**config.mk**
```make
export PLATFORM = sky130hd
export DESIGN_NAME = keypad_scanner
export DESIGN_NICKNAME = d
export VERILOG_FILES = /design/src/rtl/keypad_scanner.sv
export SDC_FILE = /design/constraint.sdc
export NUM_CORES = 1
export LEC_CHECK = 0
export ABC_CLOCK_PERIOD_IN_PS = 2540
export BUFFER_PORTS_ARGS = -buffer_cell sky130_fd_sc_hd__buf_4
export CAP_MARGIN = 20
export CORE_ASPECT_RATIO = 1.75
export CORE_UTILIZATION = 45
export DETAILED_ROUTE_END_ITERATION = 10
export GPL_ROUTABILITY_DRIVEN = 0
export GPL_TIMING_DRIVEN = 0
export HOLD_SLACK_MARGIN = 0.06
export SLEW_MARGIN = 20
export SYNTH_ARGS = -nofsm -noshare
export SYNTH_HDL_FRONTEND = slang
export SYNTH_SLANG_ARGS = --single-unit
```
**constraint.sdc**
```tcl
create_clock -name Sys_CLK -period 2.54 [get_ports Sys_CLK]
set_input_delay 0 -clock Sys_CLK [delete_from_list [all_inputs] [get_ports Sys_CLK]]
set_output_delay 0 -clock Sys_CLK [all_outputs]
set_load 0.005 [all_outputs]
```
**src/rtl/keypad_scanner.sv**
```systemverilog
// 4x4 matrix keypad scanner: row strobing, column sync, debounced press/release, hex key code + valid strobe.
// Optional auto-repeat of Key_Valid while a key is held is enabled by defining KEYPAD_REPEAT_EN.
module keypad_scanner #(
    parameter int DIV_MAX      = 5000,
    parameter int DEB_TICKS    = 4,
    parameter int REPEAT_TICKS = 50
) (
    input  logic       Sys_CLK,
    input  logic       Sys_RST_N,
    input  logic [3:0] COL,
    output logic [3:0] ROW,
    output logic [3:0] Key_Code,
    output logic       Key_Valid,
    output logic       Key_Down
);

    localparam int DW = $clog2(DIV_MAX + 1);

    if (DIV_MAX < 2) begin : g_chk_div
        $error("keypad_scanner: DIV_MAX must be >= 2");
    end
    if (DEB_TICKS < 1 || DEB_TICKS > 15) begin : g_chk_deb
        $error("keypad_scanner: DEB_TICKS must be in 1..15");
    end
    if (REPEAT_TICKS < 1) begin : g_chk_rep
        $error("keypad_scanner: REPEAT_TICKS must be >= 1");
    end

    typedef enum logic [2:0] {
        S_IDLE,
        S_SCAN,
        S_DEBOUNCE,
        S_PRESSED,
        S_RELEASE
    } state_t;

    state_t        r_state, w_state_nx;
    logic [DW-1:0] r_div_cnt;
    logic [3:0]    r_col_meta, r_col_sync;
    logic [1:0]    r_row_idx, w_row_nx;
    logic [1:0]    r_col_idx, w_col_nx;
    logic [3:0]    r_deb_cnt, w_deb_nx;
    logic [3:0]    r_key_code;
    logic          r_key_valid, r_key_down;
    logic          w_tick, w_any_low, w_lat_low;
    logic [1:0]    w_low_idx;
    logic          w_accept, w_down_clr, w_rep_clr, w_rep_fire;

    assign w_tick    = (r_div_cnt == DW'(DIV_MAX));
    assign w_any_low = (r_col_sync != 4'hF);
    assign w_lat_low = ~r_col_sync[r_col_idx];

    // Lowest-index low column wins when several keys share the scanned row.
    always_comb begin
        w_low_idx = 2'd0;
        for (int i = 3; i >= 0; i--) begin
            if (!r_col_sync[i]) w_low_idx = 2'(i);
        end
    end

    always_ff @(posedge Sys_CLK or negedge Sys_RST_N) begin
        if (!Sys_RST_N) begin
            r_col_meta <= 4'hF;
            r_col_sync <= 4'hF;
            r_div_cnt  <= '0;
        end else begin
            r_col_meta <= COL;
            r_col_sync <= r_col_meta;
            r_div_cnt  <= w_tick ? '0 : r_div_cnt + 1'b1;
        end
    end

    always_ff @(posedge Sys_CLK or negedge Sys_RST_N) begin
        if (!Sys_RST_N) begin
            r_state   <= S_IDLE;
            r_row_idx <= 2'd0;
            r_col_idx <= 2'd0;
            r_deb_cnt <= 4'd0;
        end else begin
            r_state   <= w_state_nx;
            r_row_idx <= w_row_nx;
            r_col_idx <= w_col_nx;
            r_deb_cnt <= w_deb_nx;
        end
    end

    always_comb begin
        w_state_nx = r_state;
        w_row_nx   = r_row_idx;
        w_col_nx   = r_col_idx;
        w_deb_nx   = r_deb_cnt;
        w_accept   = 1'b0;
        w_down_clr = 1'b0;
        w_rep_clr  = 1'b0;
        if (w_tick) begin
            case (r_state)
                S_IDLE: begin
                    if (w_any_low) begin
                        w_state_nx = S_SCAN;
                        w_row_nx   = 2'd0;
                    end
                end
                S_SCAN: begin
                    if (w_any_low) begin
                        w_col_nx   = w_low_idx;
                        w_deb_nx   = 4'd0;
                        w_state_nx = S_DEBOUNCE;
                    end else if (r_row_idx == 2'd3) begin
                        w_state_nx = S_IDLE;
                    end else begin
                        w_row_nx = r_row_idx + 2'd1;
                    end
                end
                S_DEBOUNCE: begin
                    if (!w_lat_low) begin
                        w_state_nx = S_IDLE;
                    end else if (r_deb_cnt + 4'd1 == 4'(DEB_TICKS)) begin
                        w_state_nx = S_PRESSED;
                        w_accept   = 1'b1;
                    end else begin
                        w_deb_nx = r_deb_cnt + 4'd1;
                    end
                end
                S_PRESSED: begin
                    if (!w_lat_low) begin
                        w_state_nx = S_RELEASE;
                        w_deb_nx   = 4'd0;
                    end
                end
                S_RELEASE: begin
                    if (w_lat_low) begin
                        w_state_nx = S_PRESSED;
                        w_rep_clr  = 1'b1;
                    end else if (r_deb_cnt + 4'd1 == 4'(DEB_TICKS)) begin
                        w_state_nx = S_IDLE;
                        w_down_clr = 1'b1;
                    end else begin
                        w_deb_nx = r_deb_cnt + 4'd1;
                    end
                end
                default: w_state_nx = S_IDLE;
            endcase
        end
    end

    // Idle drives all rows low so any key wakes the scanner; otherwise one row is strobed.
    always_comb begin
        ROW = 4'hF;
        if (r_state == S_IDLE) ROW = 4'h0;
        else                   ROW[r_row_idx] = 1'b0;
    end

`ifdef KEYPAD_REPEAT_EN
    localparam int RW = $clog2(REPEAT_TICKS + 1);
    logic [RW-1:0] r_rep_cnt;

    assign w_rep_fire = w_tick && (r_state == S_PRESSED) && w_lat_low &&
                        (r_rep_cnt == RW'(REPEAT_TICKS - 1));

    always_ff @(posedge Sys_CLK or negedge Sys_RST_N) begin
        if (!Sys_RST_N)                           r_rep_cnt <= '0;
        else if (w_accept || w_rep_clr || w_rep_fire) r_rep_cnt <= '0;
        else if (w_tick && r_state == S_PRESSED)  r_rep_cnt <= r_rep_cnt + 1'b1;
    end
`else
    assign w_rep_fire = 1'b0;
`endif

    always_ff @(posedge Sys_CLK or negedge Sys_RST_N) begin
        if (!Sys_RST_N) begin
            r_key_code  <= 4'h0;
            r_key_valid <= 1'b0;
            r_key_down  <= 1'b0;
        end else begin
            r_key_valid <= w_accept | w_rep_fire;
            if (w_accept)        r_key_code <= {r_row_idx, r_col_idx};
            if (w_accept)        r_key_down <= 1'b1;
            else if (w_down_clr) r_key_down <= 1'b0;
        end
    end

    assign Key_Code  = r_key_code;
    assign Key_Valid = r_key_valid;
    assign Key_Down  = r_key_down;

endmodule

```
==> results of run 1 <==
where the power goes:
group / switching (mW) / internal (mW) / total (mW)
registers: 0.00396 / 0.616 / 0.620
clock network: 0.226 / 0.394 / 0.619
logic: 0.0178 / 0.0140 / 0.0318
cells in the final DEF, fill, tap and decap left out, types with 7 or more instances in the layout:
cell,instances
dfrtp_1,30
o21ai_0,9
dfstp_2,8
buf_4,15
nand2_1,10
nand3_1,10
ha_1,7
xnor2_1,7
a21oi_1,8
nor2_1,21
inv_1,7
o31ai_1,7
cells by family after synthesis:
kind of cell | synth area share
AND/OR/NAND/NOR | 0.2062
multiplexers | 0.04071
XOR/XNOR | 0.05056
flip-flops | 0.5043
AO/OA/AOI/OAI | 0.1281
adder cells (fa/ha/maj) | 0.04596
buffers and inverters | 0.02429
final timing paths:
check,startpoint,to,slack (ns),cells past startpoint
min in group Sys_CLK,COL[3],r_col_meta[3],0.35,2
min reg2reg,r_col_meta[0],r_col_sync[0],0.36,0
max reg2reg,r_div_cnt[0],Key_Code[1],0.40,6
max,r_div_cnt[0],Key_Code[1],0.40,6
max in group asynchronous,Sys_RST_N,r_col_sync[1],1.99,2
min,Sys_RST_N,r_deb_cnt[3],0.19,2
critical path, cell delays in order, from the launching register on:
cell and delay [ns]:
dfrtp_1 0.45, inv_1 0.09, ha_1 0.15, and4_2 0.24, nand3_2 0.19, nor4_4 0.52, mux2_2 0.40
layout make-up:
cell class,instances,area (um2),area share
clock inverters,3,68.82,0.03035
well taps,49,61.31,0.02704
inverters,7,26.28,0.01159
clock buffers,5,68.82,0.03035
plain buffers,5,20.02,0.008830
flip-flops and latches,38,960.9,0.4238
repair buffers,20,162.7,0.07174
multi-input cells,128,898.4,0.3962
flip-flops by register name, summed over array words and instances, names as in the netlist, 2 cells and up:
| name | cells |
|---|---|
| r_div_cnt | 13 |
| r_deb_cnt | 4 |
| r_col_meta | 4 |
| r_col_idx | 2 |
| r_col_sync | 4 |
| r_state | 3 |
| r_row_idx | 2 |
| Key_Code | 4 |
repair_timing:
item | CTS | global route
gates resized for setup | 0 | 0
hold endpoints to repair | 42 | 0
hold buffers | 5 | 0
setup endpoints to repair | 0 | 0
buffers inserted | 0 | 0
layer usage:
metal  GRT usage  vias to the layer above
met5           0                        -
li1            -                      693
met3     0.04688                       10
met1      0.2294                      692
met4      0.1035                        0
met2      0.3050                       27
==> summary.md, run 1 <==
| Metric | Value |
|---|---|
| GR Util All Layers | `0.1898` |
| Area post-placement | `about 0.0021 mm2` |
| CTS Root Cell | `clkbuf_8` |
| Mapped Cells | `between 150 and 200` |
| RSZ-0062 raised after global routing | `no` |
| Dominant cells by area after synthesis | `dfrtp_1 39%, dfstp_2 11%, ha_1 4.6%, nor2_1 4.1%, xnor2_1 3.2%` |
| Wl on met1 | `roughly 1600 um` |
| Layout Nets | `~220` |
| Ports | `16` |
| CORE AREA | `a little over 0.004 mm2` |
| Worst Setup End Kind | `register` |
| Outcome | `finished clean` |
| Commonest cells post-synth | `30 x dfrtp_1, 21 x nor2_1, 10 x nand2_1, 10 x nand3_1, 9 x o21ai_0` |
| Pwr Total | `about 1.3 mW` |
| Horiz. Die Dim | `51.19 um` |
| Number of max-slew violations in the final report | `0` |
| CTS tree | `done` |
| Max Used Layer | `met4` |
| Port Buf Inserts | `15` |
| Sink Count | `38` |
| VDD IR-drop max | `between 400 and 500 uV` |
| Fraction of registers with async set/reset | `1.000` |
| Die area | `between 0.004 and 0.005 mm2` |
| Worst slew pin tran | `~0.52 ns` |
| Syn Nets | `191` |
| Ys Warns | `0` |
| Pre-Repair DR Iteration Count | `4` |
| Relative slew slack | `0.6491` |
| Min-delay worst type | `input port to async pin` |
| Finished Core Util | `0.5514` |
| Routed Antenna Nets | `0` |
| Kind of critical path | `register to register` |
| Crit-path max FO | `7` |
| Design area | `around 0.0023 mm2` |
| Period utilisation layout | `0.8439` |
| Synth Register Bits | `38` |
| Synthesized cell area | `about 0.0019 mm2` |
| Critical Path RT | `2.72 ns` |
| Ys flop type | `dfrtp_1` |
| Chip Height | `approximately 88 um` |
| Filler instances | `390` |
| Leakage power | `1.009 nW` |
| Share of cells above drive strength 1 | `0.2233` |
| Hpwl dp | `around 2800 um` |
| DRC | `0` |
| Max Fclk | `between 400 and 500 MHz` |
| N_diodes | `0` |
| Synth unique cells | `45` |
| Endpoints failing hold | `0` |
| Clock skew | `between 0.005 and 0.006 ns` |
| Post-Route Setup TNS | `0 ns` |
| Routed WL | `around 3800 um` |
| Hold slack | `0.1893 ns` |
| Initial Util | `0.4635` |
| Initial antenna violation count | `0` |
| Total gr overflow | `0` |
| Share of the synthesized area in the top cell type | `0.3940` |
| First-pass GRT wire length | `6348 um` |
| Minimum period implied by the final worst setup slack | `approximately 2.1 ns` |
| Post-synth EDFFs | `0` |
| Met2 Wirelength | `1984 um` |
| DR WL/cell | `about 15 um` |
| Pwr Density | `between 500 and 600 mW/mm2` |
| Clock Tree Buf Depth | `2` |
| Vias in the first global route | `1383` |
| Cell Rows | `31` |
| Routed wl met3 | `97 um` |
| Vias per cell | `5.576` |
| Largest net degree at the start of global routing | `39` |
| Worst setup SP type | `register` |
| Max Cap Viol | `0` |
| Leading area contributor after synthesis | `dfrtp_1` |
| Arr. time, crit path | `2.32 ns` |
| Worst skew pair latency | `0.29 ns` |
| Clock-pin slew of the registers on the worst-case setup and hold paths | `around 0.080 ns` |
| Initial DRC count | `14` |
| Sequential share of the synthesized area | `0.5043` |
| Area Overhead vs Synth | `18.98%` |
| Non-filler cells, final | `255` |
| TritonCTS buffer count | `5` |
| Via count | `roughly 1400` |
| H-tree levels | `2` |
| Syn Area/Cell | `10.71 um2` |
| Final worst setup slack | `around 0.40 ns` |
| Placed Cells | `approximately 240` |
| DP Worst Slack | `0.3737 ns` |
| Final Setup Violations | `0` |
| Most common cell in the netlist | `dfrtp_1` |
No activity file was read; power rests on OpenSTA's default activity.
==> run 2, diff against run 1 <==
ABC_CLOCK_PERIOD_IN_PS = 2000   (was 2540)
clock period = 2 ns   (was 2.54 ns; I/O delays follow)
==> run 2 against run 1 <==
  * Register-to-register slack worse by 0.39 ns
  * Highest routed layer unchanged
  * Clock power increased by 27%
  * Final cell count up 2.0%
  * Sequential share of layout area down 1.6 points
  * Via count grew 2.3%
  * Sequential power increased by 27%
  * Die area did not move
  * Combinational power grew 40%
  * Core utilization grew 2.4 points
  * Setup slack worse by 0.39 ns
  * Critical path depth down 1
  * Critical endpoint is now Key_Code[0]
  * Power rose by 27%
==> summary.md, run 2 (synthesis results as in run 1) <==
| Metric | Value |
|---|---|
| Hpwl dp | `2794 um (unchanged)` |
| DP Worst Slack | `-0.1663 ns (-0.5400 ns)` |
| Horiz. Die Dim | `51.19 um (unchanged)` |
| Outcome | `finished clean` |
| Die area | `0.004509 mm2 (unchanged)` |
| Port Buf Inserts | `15 (unchanged)` |
| Worst skew pair latency | `0.29 ns (about the same)` |
| Number of max-slew violations in the final report | `0 (unchanged)` |
| Pre-Repair DR Iteration Count | `4 (unchanged)` |
| Routed Antenna Nets | `0 (unchanged)` |
| Cell Rows | `31 (unchanged)` |
| Clock Tree Buf Depth | `2 (unchanged)` |
| Vias in the first global route | `1423 (+2.9%)` |
| Clock-pin slew of the registers on the worst-case setup and hold paths | `0.08 ns (about the same)` |
| Ports | `16 (unchanged)` |
| Layout Nets | `223 (+2.3%)` |
| Endpoints failing hold | `0 (unchanged)` |
| Leakage power | `1.033 nW (+2.4%)` |
| Initial Util | `0.4635 (unchanged)` |
| Largest net degree at the start of global routing | `39 (unchanged)` |
| Finished Core Util | `0.5752 (+0.02374)` |
| Filler instances | `378 (-3.1%)` |
| CP endpoint | `Key_Code[0]` |
| DRC | `0 (unchanged)` |
| CP startpoint | `r_col_idx[0]` |
| Initial antenna violation count | `0 (unchanged)` |
| Leading cell type in the layout, fill and taps excluded | `dfrtp_1` |
| H-tree levels | `2 (unchanged)` |
| Worst Setup End Kind | `register` |
| Total gr overflow | `0 (unchanged)` |
| R2R Setup Slk | `0.008 ns (-0.39 ns)` |
| GR Util All Layers | `0.1937 (+0.003924)` |
| Worst slew pin tran | `0.5233 ns (+0.0009121 ns)` |
| VDD IR-drop max | `620.7 uV (+27%)` |
| Hold slack | `0.1928 ns (+0.003517 ns)` |
| Max Cap Viol | `0 (unchanged)` |
| Clock skew | `0.005842 ns (+0.0007948 ns)` |
| Area Overhead vs Synth | `24.10%` |
| Kind of critical path | `register to register` |
| Reg2reg end | `Key_Code[0]` |
| Final Setup Violations | `0 (unchanged)` |
| Min-delay worst type | `input port to async pin` |
| Area post-placement | `0.002079 mm2 (unchanged)` |
| Vias per cell | `5.592 (+0.28%)` |
| RSZ-0062 raised after global routing | `yes` |
| Final worst setup slack | `0.008452 ns (-0.3880 ns)` |
| Pwr Density | `684.8 mW/mm2 (+22%)` |
| Critical Path RT | `2.18 ns (-0.54 ns)` |
| Sink Count | `38 (unchanged)` |
| N_diodes | `0 (unchanged)` |
| Share of cells above drive strength 1 | `0.2654 (+0.04210)` |
| Initial DRC count | `22 (+8)` |
| Via count | `1454 (+2.3%)` |
| Design area | `0.002365 mm2 (+4.3%)` |
| Largest reg by FF count | `r_div_cnt` |
| Crit-path max FO | `5 (-2)` |
| Max reg flops | `13 (unchanged)` |
| Most frequent cells in the layout | `28 x dfrtp_1, 21 x nor2_1, 19 x buf_4` |
| First-pass GRT wire length | `6451 um (+1.6%)` |
| Minimum period implied by the final worst setup slack | `1.992 ns (-0.1520 ns)` |
| Max Fclk | `502.1 MHz (+7.6%)` |
| Chip Height | `88.09 um (unchanged)` |
| Routed WL | `3937 um (+3.7%)` |
| CORE AREA | `0.004111 mm2 (unchanged)` |
| TritonCTS buffer count | `5 (unchanged)` |
| CTS tree | `done` |
| Period utilisation layout | `0.9958 (+0.1518)` |
| Worst r2r src | `r_col_idx[0]` |
| Pwr Total | `1.619 mW (+27%)` |
| CTS Root Cell | `clkbuf_8` |
| Arr. time, crit path | `2.17 ns (-0.15 ns)` |
| R2R cell count | `5 (-1)` |
| DR WL/cell | `15.14 um (+1.7%)` |
| Relative slew slack | `0.6485 (about the same)` |
| Worst setup SP type | `register` |
[run 2: changes by cell type in the layout (fill, tap and decap cells not counted), sizes merged]
cell	previous run	this run
buf	17	21
clkbuf	8	9
[run 2: per-layer routing]
metal	share of wire	wire [um]	track usage	up-vias
li1	-	-	-	704
met1	0.42	1650	0.2283	704
met4	0.038	151	0.1162	0
met2	0.51	2020	0.3134	32
met5	0	0	0	-
met3	0.029	114	0.04688	14
[run 2: worst min-delay path by stage]
stage	start	slack, ns	to	cells after the start
floorplan	Sys_RST_N	-0.30	Key_Code[0]	0
global placement	Sys_RST_N	-0.02	Key_Down	1
detailed placement	Sys_RST_N	-0.004	r_deb_cnt[3]	1
CTS	Sys_RST_N	0.22	r_deb_cnt[0]	2
global route	Sys_RST_N	0.26	r_deb_cnt[2]	2
finish	Sys_RST_N	0.19	r_deb_cnt[3]	2
[run 2: area by class of cell]
type | count | area [um2] | area share
clock buffer | 5 | 68.82 | 0.02910
multi-input combinational | 128 | 949.7 | 0.4016
buffer | 5 | 22.52 | 0.009524
tap | 49 | 61.31 | 0.02593
clock inverter | 3 | 68.82 | 0.02910
sequential | 38 | 963.4 | 0.4074
timing repair buffer | 25 | 203.9 | 0.08624
inverter | 7 | 26.28 | 0.01111
[run 2: critical path: stages, from the launching register on]
cell      delay [ns]
dfrtp_1         0.37
mux4_2          0.57
nand2b_4        0.18
nor4_4          0.26
buf_6           0.17
mux2_2          0.33
[run 2: where the power goes]
part / internal (mW) / switching [mW] / leakage [nW]
Sequential: 0.783 / 0.00506 / 0.487
Clock: 0.500 / 0.287 / 0.0683
Combinational: 0.0203 / 0.0243 / 0.478
[run 2: repair_timing]
action,4_1_cts,5_1_grt
buffers inserted,5,0
gates cloned,0,0
resized for setup,0,13
hold buffers,5,0
setup endpoints to repair,4,13
pin swaps,1,0
hold endpoints to repair,42,0
[run 2: through the flow]
step | TNS (ns) | instances
global placement | -0.4434 | 242
global route | -0.07571 | 260
finish | 0 | 260
detailed placement | -0.6289 | 242
CTS | 0 | 260
floorplan | 0 | 178
==> run 3, diff against run 2 <==
CELL_PAD_IN_SITES_DETAIL_PLACEMENT = 0   (was default)
CELL_PAD_IN_SITES_GLOBAL_PLACEMENT = 1   (was default)
CTS_CLUSTER_DIAMETER = 150   (was default)
PLACE_DENSITY_LB_ADDON = 0.1   (was default)
==> run 3 against run 2 <==
  * Clock power fell by 17%
  * First-iteration DRC count rose by 18%
  * Core utilization fell by 0.88 points
  * Via count rose by 1.4%
  * Routed wire length rose by 2.0%
  * Setup slack improved by 0.071 ns
  * Die area did not move
  * Sequential power barely moved
  * Final cell count did not move
  * Critical path type unchanged
  * Critical endpoint is now Key_Code[1]
  * Largest cell class unchanged
  * Highest routed layer unchanged
==> summary.md, run 3 (synthesis results as in run 1) <==
| Metric | Value |
|---|---|
| Sink Count | `38 (unchanged)` |
| GR Util All Layers | `0.1999 (+0.006136)` |
| Initial antenna violation count | `0 (unchanged)` |
| Worst r2r src | `r_div_cnt[1]` |
| Arr. time, crit path | `2.10 ns (-0.07 ns)` |
| Area post-placement | `0.002079 mm2 (unchanged)` |
| Filler instances | `389 (+2.9%)` |
| Worst setup SP type | `register` |
| Design area | `0.002328 mm2 (-1.5%)` |
| Crit path largest cell delay | `0.45 ns (-0.12 ns)` |
| Reg2reg end | `Key_Code[1]` |
| Layout Nets | `223 (unchanged)` |
| TritonCTS buffer count | `5 (unchanged)` |
| Post-Route Setup TNS | `0 ns (unchanged)` |
| Relative slew slack | `0.5797 (-0.06874)` |
| VDD IR-drop max | `624.3 uV (+0.58%)` |
| Area of the multi-input gates | `940.9 um2 (-0.92%)` |
| Storage cell area | `963.4 um2 (unchanged)` |
| Chip Height | `88.09 um (unchanged)` |
| Horiz. Die Dim | `51.19 um (unchanged)` |
| Leading cell type in the layout, fill and taps excluded | `dfrtp_1` |
| Initial DRC count | `26 (+18%)` |
| Internal | `1.173 mW (-10%)` |
| DR WL/cell | `15.44 um (+2.0%)` |
| Routed WL | `4015 um (+2.0%)` |
| Kind of critical path | `register to register` |
| Met3 global-route usage | `0.03125 (-0.01563)` |
| Via count | `1474 (+1.4%)` |
| Sequential group share of total power | `0.530 (+0.044)` |
| CTS Root Cell | `clkbuf_8` |
| Sw Share | `0.2116 (+0.01596)` |
| CORE AREA | `0.004111 mm2 (unchanged)` |
| First-pass GRT wire length | `6706 um (+4.0%)` |
| Clock Tree Buf Depth | `2 (unchanged)` |
| Die area | `0.004509 mm2 (unchanged)` |
| Met1 Use GR | `0.2156 (-0.01276)` |
| Worst slew pin tran | `0.6256 ns (+0.1023 ns)` |
| Clock-pin slew of the registers on the worst-case setup and hold paths | `0.09 ns (about the same)` |
| Critical path's slowest cell | `dfrtp_2` |
| Hpwl dp | `2801 um (+0.24%)` |
| Crit path buf inv count | `2 (+1)` |
| Worst Setup End Kind | `register` |
| GR Util met2 | `0.3612 (+0.04785)` |
| Most frequent cells in the layout | `28 x dfrtp_1, 21 x nor2_1, 20 x buf_4` |
| Comb power frac | `0.029 (about the same)` |
| Critical Path RT | `2.18 ns (about the same)` |
| Number of max-slew violations in the final report | `0 (unchanged)` |
| Endpoints failing hold | `0 (unchanged)` |
| Minimum period implied by the final worst setup slack | `1.920 ns (-0.07148 ns)` |
| R2R Setup Slk | `0.08 ns (+0.07 ns)` |
| CTS tree | `done` |
| Vias per cell | `5.669 (+1.4%)` |
| Leakage power | `1.011 nW (-2.2%)` |
| DP Worst Slack | `-0.1087 ns (+0.05758 ns)` |
| Largest reg by FF count | `r_div_cnt` |
| R2R cell count | `7 (+2)` |
| H-tree levels | `2 (unchanged)` |
| N_diodes | `0 (unchanged)` |
| Period utilisation layout | `0.9600 (-0.03574)` |
| Vias in the first global route | `1493 (+4.9%)` |
| Pre-Repair DR Iteration Count | `4 (unchanged)` |
| Max Cap Viol | `0 (unchanged)` |
| Max Fclk | `520.8 MHz (+3.7%)` |
| Ports | `16 (unchanged)` |
| DRC | `0 (unchanged)` |
| Area Overhead vs Synth | `22.19%` |
| Gr busiest metal | `met2` |
| Top delay family on crit path | `simple AND/OR/NAND/NOR gates` |
| Routed Antenna Nets | `0 (unchanged)` |
| Total gr overflow | `0 (unchanged)` |
| Worst skew pair latency | `0.29 ns (about the same)` |
| Net Switching | `0.3148 mW (-0.65%)` |
| Final Setup Violations | `0 (unchanged)` |
| Cell Rows | `31 (unchanged)` |
| Finished Core Util | `0.5663 (-0.008825)` |
| Critical-path cell list | `inv_1 -> ha_1 -> and4_2 -> nand3_4 -> nor4_4 -> buf_4 -> mux2_2` |
| Largest net degree at the start of global routing | `39 (unchanged)` |
| Clock power frac | `0.441 (-0.045)` |
| Port Buf Inserts | `15 (unchanged)` |
| Outcome | `finished clean` |
| Clock skew | `0.01013 ns (+0.004286 ns)` |
| Initial Util | `0.4635 (unchanged)` |
| Share of cells above drive strength 1 | `0.2607 (-0.004739)` |
| Crit-path max FO | `6 (+1)` |
| Final worst setup slack | `0.07993 ns (+0.07148 ns)` |
| Max reg flops | `13 (unchanged)` |
| Min-delay worst type | `input port to async pin` |
| Pwr Density | `638.8 mW/mm2 (-6.7%)` |
-- run 3: per-stage QoR --
stage | power, mW | instances | hold WS (ns)
global route | 1.527 | 260 | 0.2532
floorplan | 0.8107 | 178 | -0.2956
global placement | 0.8359 | 242 | -0.01119
detailed placement | 0.8380 | 242 | -0.002446
CTS | 1.504 | 258 | 0.2247
finish | 1.488 | 260 | 0.2067
-- run 3: worst max-delay path by stage --
stage                        from          end  slack (ns)  depth (start not counted)
floorplan            r_col_idx[0]  Key_Code[0]        0.15                          4
global placement     r_div_cnt[0]  Key_Code[0]       -0.10                          6
detailed placement  r_div_cnt[10]  Key_Code[1]       -0.11                          4
CTS                  r_col_idx[0]  Key_Code[1]        0.03                          5
global route         r_div_cnt[1]  Key_Code[2]       -0.01                          7
finish               r_div_cnt[1]  Key_Code[1]        0.08                          7
-- run 3: power groups by stage --
stage | clock network [mW] | registers, mW | logic (mW)
floorplan | 0 | 0.801 | 0.00962
global placement | 0 | 0.802 | 0.0338
detailed placement | 0 | 0.803 | 0.0348
CTS | 0.671 | 0.789 | 0.0444
global route | 0.689 | 0.789 | 0.0484
finish | 0.656 | 0.788 | 0.0431
-- run 3: cell type report --
cell class,instances,share of cell area
sequential,38,0.4138
multi-input combinational,128,0.4041
timing repair buffer,25,0.08598
clock buffer,5,0.02955
tap,49,0.02633
clock inverter,3,0.01934
inverter,7,0.01128
buffer,5,0.009672
-- run 3: repair_timing --
item                                    CTS  global route
resized for setup                         0             9
pin swaps                                 1             2
hold endpoints to repair                 42             0
hold buffers                              5             0
setup buffers                             3             2
endpoints found under the setup margin    4            10
-- run 3: per-layer routing --
layer | routed length [um] | vias to the layer above
met2 | 2174 | 24
met1 | 1642 | 734
met4 | 113 | 0
li1 | - | 706
met5 | 0 | -
met3 | 84 | 10
